[src/rtl/mcp49x2_dac.sv]
// mcp49x2_dac: SPI master for the MCP4902/4912/4922 dual DAC.
// One-deep input buffer with ready/valid handshake, programmable SCLK divider,
// minimum CS-high gap and optional LDAC pulse after channel-B frames.
module mcp49x2_dac #(
    parameter int DATA_BITS  = 12,
    parameter int CLK_DIV    = 1,
    parameter int CS_GAP     = 1,
    parameter int GAIN       = 1,
    parameter int BUFFERED   = 1,
    parameter int LDAC_MODE  = 0,
    parameter int LDAC_WIDTH = 2
) (
    input  logic                 clk,
    input  logic                 reset,
    output logic                 cs_pin,
    output logic                 clk_pin,
    output logic                 data_pin,
    output logic                 ldac_pin,
    input  logic [DATA_BITS-1:0] value,
    input  logic                 axis,
    input  logic                 shdn_n,
    input  logic                 strobe,
    output logic                 ready,
    output logic                 busy,
    output logic                 frame_done
);

    // state  | meaning
    // IDLE   | CS high, waiting for a buffered word
    // LOW    | SCLK low, SDI presents current MSB
    // HIGH   | SCLK high, DAC samples SDI
    // TAIL   | SCLK low, CS still low after the 16th bit
    // GAP    | CS high for the minimum inter-frame gap
    // LDAC   | LDAC pulsed low after a channel-B frame
    typedef enum logic [2:0] {
        S_IDLE, S_LOW, S_HIGH, S_TAIL, S_GAP, S_LDAC
    } state_t;

    localparam int              CW       = 16;
    localparam int              SHIFT    = 12 - DATA_BITS;
    localparam logic            LDAC_EN  = (LDAC_MODE != 0);
    localparam logic            BUF_BIT  = (BUFFERED != 0);
    localparam logic            GA_BIT   = (GAIN != 0);
    localparam logic [CW-1:0]   DIV_LD   = CW'(CLK_DIV - 1);
    localparam logic [CW-1:0]   GAP_LD   = CW'(CS_GAP - 1);
    localparam logic [CW-1:0]   LDAC_LD  = CW'(LDAC_WIDTH - 1);
    localparam logic [CW-1:0]   CNT_ONE  = CW'(1);

    state_t          state_q;
    logic [15:0]     buf_q;
    logic            buf_valid_q;
    logic [15:0]     sr_q;
    logic [4:0]      bits_q;
    logic [CW-1:0]   cnt_q;
    logic            axis_q;
    logic            cs_q;
    logic            sclk_q;
    logic            sdi_q;
    logic            ldac_q;
    logic            done_q;

    logic [11:0]     value12_d;
    logic [15:0]     word_d;
    logic            accept;
    logic            drain;
    logic            cnt_zero;

    assign value12_d = 12'(value) << SHIFT;
    assign word_d    = {axis, BUF_BIT, GA_BIT, shdn_n, value12_d};
    assign ready     = reset && !buf_valid_q;
    assign accept    = strobe && ready;
    assign drain     = (state_q == S_IDLE) && buf_valid_q;
    assign cnt_zero  = (cnt_q == '0);
    assign busy      = (state_q != S_IDLE) || buf_valid_q;

    assign cs_pin     = cs_q;
    assign clk_pin    = sclk_q;
    assign data_pin   = sdi_q;
    assign ldac_pin   = ldac_q;
    assign frame_done = done_q;

    // One-deep input buffer: filled on handshake, emptied when the engine loads it.
    always_ff @(posedge clk) begin
        if (!reset) begin
            buf_valid_q <= 1'b0;
            buf_q       <= '0;
        end else if (drain) begin
            buf_valid_q <= 1'b0;
        end else if (accept) begin
            buf_valid_q <= 1'b1;
            buf_q       <= word_d;
        end
    end

    // Frame engine: serialises the 16-bit word and sequences CS, SCLK and LDAC.
    always_ff @(posedge clk) begin
        if (!reset) begin
            state_q <= S_IDLE;
            cs_q    <= 1'b1;
            sclk_q  <= 1'b0;
            sdi_q   <= 1'b0;
            ldac_q  <= LDAC_EN;
            done_q  <= 1'b0;
            sr_q    <= '0;
            bits_q  <= '0;
            cnt_q   <= '0;
            axis_q  <= 1'b0;
        end else begin
            done_q <= 1'b0;
            case (state_q)
                S_IDLE: begin
                    if (buf_valid_q) begin
                        sr_q    <= buf_q;
                        axis_q  <= buf_q[15];
                        sdi_q   <= buf_q[15];
                        bits_q  <= 5'd16;
                        cs_q    <= 1'b0;
                        cnt_q   <= DIV_LD;
                        state_q <= S_LOW;
                    end
                end
                S_LOW: begin
                    if (cnt_zero) begin
                        sclk_q  <= 1'b1;
                        cnt_q   <= DIV_LD;
                        state_q <= S_HIGH;
                    end else begin
                        cnt_q <= cnt_q - CNT_ONE;
                    end
                end
                S_HIGH: begin
                    if (cnt_zero) begin
                        sclk_q <= 1'b0;
                        sr_q   <= {sr_q[14:0], 1'b0};
                        bits_q <= bits_q - 5'd1;
                        cnt_q  <= DIV_LD;
                        if (bits_q == 5'd1) begin
                            sdi_q   <= 1'b0;
                            state_q <= S_TAIL;
                        end else begin
                            sdi_q   <= sr_q[14];
                            state_q <= S_LOW;
                        end
                    end else begin
                        cnt_q <= cnt_q - CNT_ONE;
                    end
                end
                S_TAIL: begin
                    if (cnt_zero) begin
                        cs_q    <= 1'b1;
                        done_q  <= 1'b1;
                        cnt_q   <= GAP_LD;
                        state_q <= S_GAP;
                    end else begin
                        cnt_q <= cnt_q - CNT_ONE;
                    end
                end
                S_GAP: begin
                    if (cnt_zero) begin
                        if (LDAC_EN && axis_q) begin
                            ldac_q  <= 1'b0;
                            cnt_q   <= LDAC_LD;
                            state_q <= S_LDAC;
                        end else begin
                            state_q <= S_IDLE;
                        end
                    end else begin
                        cnt_q <= cnt_q - CNT_ONE;
                    end
                end
                S_LDAC: begin
                    if (cnt_zero) begin
                        ldac_q  <= 1'b1;
                        state_q <= S_IDLE;
                    end else begin
                        cnt_q <= cnt_q - CNT_ONE;
                    end
                end
                default: state_q <= S_IDLE;
            endcase
        end
    end

endmodule
[config.mk]
export PLATFORM = sky130hd
export DESIGN_NAME = mcp49x2_dac
export DESIGN_NICKNAME = d
export VERILOG_FILES = /design/src/rtl/mcp49x2_dac.sv
export SDC_FILE = /design/constraint.sdc
export NUM_CORES = 1
export LEC_CHECK = 0
export ABC_AREA = 0
export CORE_MARGIN = 4
export CORE_UTILIZATION = 35
export DETAILED_ROUTE_END_ITERATION = 16
export GPL_TIMING_DRIVEN = 0
export SLEW_MARGIN = 40
export SYNTH_ARGS = -nofsm -noshare
export SYNTH_HDL_FRONTEND = slang
export SYNTH_SLANG_ARGS = --single-unit
[constraint.sdc]
create_clock -name clk -period 1.95 [get_ports clk]
set_input_delay 0.39 -clock clk [delete_from_list [all_inputs] [get_ports clk]]
set_output_delay 0.39 -clock clk [all_outputs]
set_load 0.1 [all_outputs]
==> reports/qor.log <==
INFO  setup_path     worstReg2RegEnd=cnt_q[12]
INFO  clocking       clk-insertion-delay-late=0.34ns
INFO  global_routing track_usage=0.1456
INFO  flow_run       maxCapViolations=0
INFO  finish         fillerInstances=758
INFO  detailed_routing remaining_drc_errors=0
INFO  finish         fin_area=3646squm
INFO  logic_synthesis synth-seq-area-share=0.4303
INFO  logic_synthesis synth_cells=318
INFO  finish         antenna-diode-count=0
INFO  logic_synthesis asyncSetResetFlopFracSynth=0
INFO  global_routing grt_first_pass_wirelength=11300um
INFO  floorplanning  initial_utilization=0.3612
INFO  logic_synthesis synth-edff-count=0
INFO  floorplanning  die_w=97.31um
INFO  detailed_routing drt_wl_total=6855um
INFO  clocking       clockRootBuffer=sky130_fd_sc_hd__clkbuf_8
INFO  floorplanning  die_y=97.31um
INFO  hold_path      hold_path_end=buf_q[14]
INFO  global_routing global_route.overflow_total=0
INFO  floorplanning  design.portCount=24
INFO  setup_path     worst_ep_required_time=2.16ns
INFO  sta            period_minus_slack=1.936ns
INFO  placed_design  port-buffer-count=23
INFO  setup_path     critical_path_arrival=2.14ns
INFO  finish         final_layout_size_suffix_gt1_frac=0.2770
INFO  placed_design  detailedPlace.worstSlack=-0.4656ns
INFO  setup_path     worstSetupStartpointType=flop
INFO  sta            final.period_utilization=0.9928
INFO  finish         layout.core_utilization=0.4718
INFO  sta            setup_ws=0.01406ns
INFO  outcome        run_status=complete, no violations
INFO  global_routing via_count_of_the_first_global_routing_pass=2376
INFO  logic_synthesis synth_seq_cells=60
INFO  clocking       number_of_buffers_created_by_cts=9
INFO  logic_synthesis syn-cell-area=2791squm
INFO  sta            final.hold.worst_slack=0.4615ns
INFO  pwr            p_per_area=1508nW/um^2
INFO  hold_path      hp-class=flop to flop
INFO  placed_design  dp_hpwl=4574um
INFO  sta            clock-skew-final=0.008907ns
INFO  clocking       clkSlewWorstSetupHoldPaths=0.07ns
INFO  hold_path      hold_path_depth=1
INFO  clocking       post_cts_hold_buffer_count=0
INFO  hold_path      hp-start=buf_q[14]
INFO  detailed_routing dr.pass1.iters=4
INFO  pwr            static_power_due_to_leakage=0.001378uW
INFO  detailed_routing post_drt_wl_per_cell=14.25um
INFO  finish         layout-area-overhead-vs-synth=30.61%
INFO  sta            grt_setup_unrepaired=true
INFO  detailed_routing route.antenna.remaining_nets=0
INFO  setup_path     top_fanout_value_on_the_critical_path=5
INFO  logic_synthesis synth_warn=0
INFO  pwr            power.ir.vdd_worst=0.0007410V
INFO  setup_path     slowest_delay=0.34ns
INFO  clocking       tritoncts=done
INFO  floorplanning  coreArea=7727squm
INFO  logic_synthesis yosysUniqueCellTypes=45
INFO  setup_path     critical_path_source=cnt_q[1]
INFO  setup_path     reg2regPathDepth=8
INFO  detailed_routing via_count=2574
INFO  clocking       maximum_clock_path_buffer_count=2
INFO  setup_path     worst_setup_slack_for_register_to_register_paths=0.01ns
INFO  clocking       clkSinkCount=60
INFO  finish         commonest_non_fill_non_tap_cell_in_the_layout=sky130_fd_sc_hd__dfxtp_1
INFO  finish         final_cells=481
INFO  detailed_routing initialDrtViolationCount=169
INFO  sta            max_slew_margin=0.6347
INFO  setup_path     critical_path_buf_inv_count=3
INFO  finish         nNetsFinal=395
INFO  setup_path     crit_path_end_kind=flop
INFO  clocking       cts.htree.levels=3
INFO  logic_synthesis synth_fp_nets=339
INFO  floorplanning  row_count=32
INFO  sta            final_hold_viol_count=0
INFO  setup_path     criticalPathCategory=flop to flop
INFO  placed_design  placed_cell_area=3126squm
INFO  global_routing grt_start_max_net_pins=11
INFO  detailed_routing vias_per_cell=5.351
INFO  finish         layout_common_cells=sky130_fd_sc_hd__dfxtp_1 (54), sky130_fd_sc_hd__nor2_1 (40), sky130_fd_sc_hd__nand2_1 (37)
INFO  global_routing grt_antenna_before_repair=0
INFO  placed_design  post-place-cells=443
INFO  setup_path     worst_r2r_startpoint=cnt_q[1]
INFO  setup_path     cp_cell_sequence=inv_2 -> ha_4 -> nor3b_4 -> nand4_1 -> buf_4 -> o311ai_4 -> buf_6 -> a21oi_2
INFO  floorplanning  floorplan.die_area=9468squm
INFO  logic_synthesis synth_top_flop_cell=sky130_fd_sc_hd__dfxtp_1
INFO  sta            tightestPinTransition=0.5403ns
INFO  sta            final_max_slew_viol_count=0
INFO  sta            setup_violations=0
INFO  sta            maxClockFrequency=516.5MHz
INFO  setup_path     critPathSlowestCell=sky130_fd_sc_hd__o311ai_4
INFO  placed_design  gp_congestion=0.7798
INFO  logic_synthesis post_synth.cell_area_avg=8.778squm
INFO  setup_path     critPathTopFamily=simple AND/OR/NAND/NOR gates
==> registers in the layout, summed over array words and instances (netlist names) <==
name         flops
bits_q           5
buf_q           15
buf_valid_q      1
clk_pin          1
cnt_q           16
cs_pin           1
data_pin         1
frame_done       1
ldac_pin         1
sr_q            15
state_q          3
==> how the worst max path moves through the flow <==
stage	to	slack [ns]	cells past startpoint
floorplan	cnt_q[4]	0.02	5
global placement	ready	-0.83	3
detailed placement	buf_q[10]	-0.47	7
CTS	busy	-0.03	3
global route	cnt_q[4]	-0.09	8
finish	cnt_q[12]	0.01	8
==> kinds of logic after synthesis <==
family	share of synthesized area
AOI/OAI and AO/OA	0.2156
DFF	0.4303
adders and majority gates	0.01793
buffers and inverters	0.04124
and+or+nand+nor	0.2949
==> per-layer routing <==
layer	part of all wire	global-route usage	up-vias
met4	0.020	0.06390	0
li1	-	-	1292
met1	0.50	0.2002	1224
met2	0.45	0.2203	45
met5	0	0	-
met3	0.035	0.03015	13
==> metrics by stage <==
step | total power [uW] | TNS, ns
6_report | 5500 | 0
5_1_grt | 5870 | -1.121
4_1_cts | 5145 | -0.03017
3_5_place_dp | 3797 | -10.80
3_3_place_gp | 3794 | -11.53
2_1_floorplan | 3338 | 0
==> cell usage after synthesis, types with 5 or more instances <==
cell	count	area [sq um]
sky130_fd_sc_hd__o221a_2	5	56.30
sky130_fd_sc_hd__nand2_1	37	138.9
sky130_fd_sc_hd__clkbuf_1	14	52.55
sky130_fd_sc_hd__o221a_1	9	101.4
sky130_fd_sc_hd__nor2_1	41	153.9
sky130_fd_sc_hd__o31ai_1	8	60.06
sky130_fd_sc_hd__o21ai_0	24	120.1
sky130_fd_sc_hd__nand3_1	7	35.03
sky130_fd_sc_hd__inv_1	7	26.28
sky130_fd_sc_hd__nand4_1	5	31.28
sky130_fd_sc_hd__or3_1	10	62.56
sky130_fd_sc_hd__a21oi_1	21	105.1
sky130_fd_sc_hd__or4_1	13	97.59
sky130_fd_sc_hd__dfxtp_1	60	1201
==> timing repair <==
action | in CTS | in global routing
setup endpoints to repair | 49 | 46
resized for setup | 25 | 39
endpoints found under the hold margin | 0 | 0
pin swaps | 9 | 11
setup buffers | 12 | 12
cloned | 0 | 1
==> layout make-up <==
class                   instances  area (sq um)  share of cell area
clock inverters                 4         25.02            0.006863
multi-input cells             232          1592              0.4365
inverters                       7         28.78            0.007893
clock buffers                  12         145.1             0.03981
repair buffers                 48         411.6              0.1129
plain buffers                  16         102.6             0.02814
flip-flops and latches         60          1214              0.3329
well taps                     102         127.6             0.03500
==> report_power, final <==
group          leakage [uW]  internal [uW]  switching (uW)
Sequential         0.000494           1490             234
Combinational      0.000801           1260            1540
Clock             0.0000824            492             486
(Power assumes the default switching activity.)
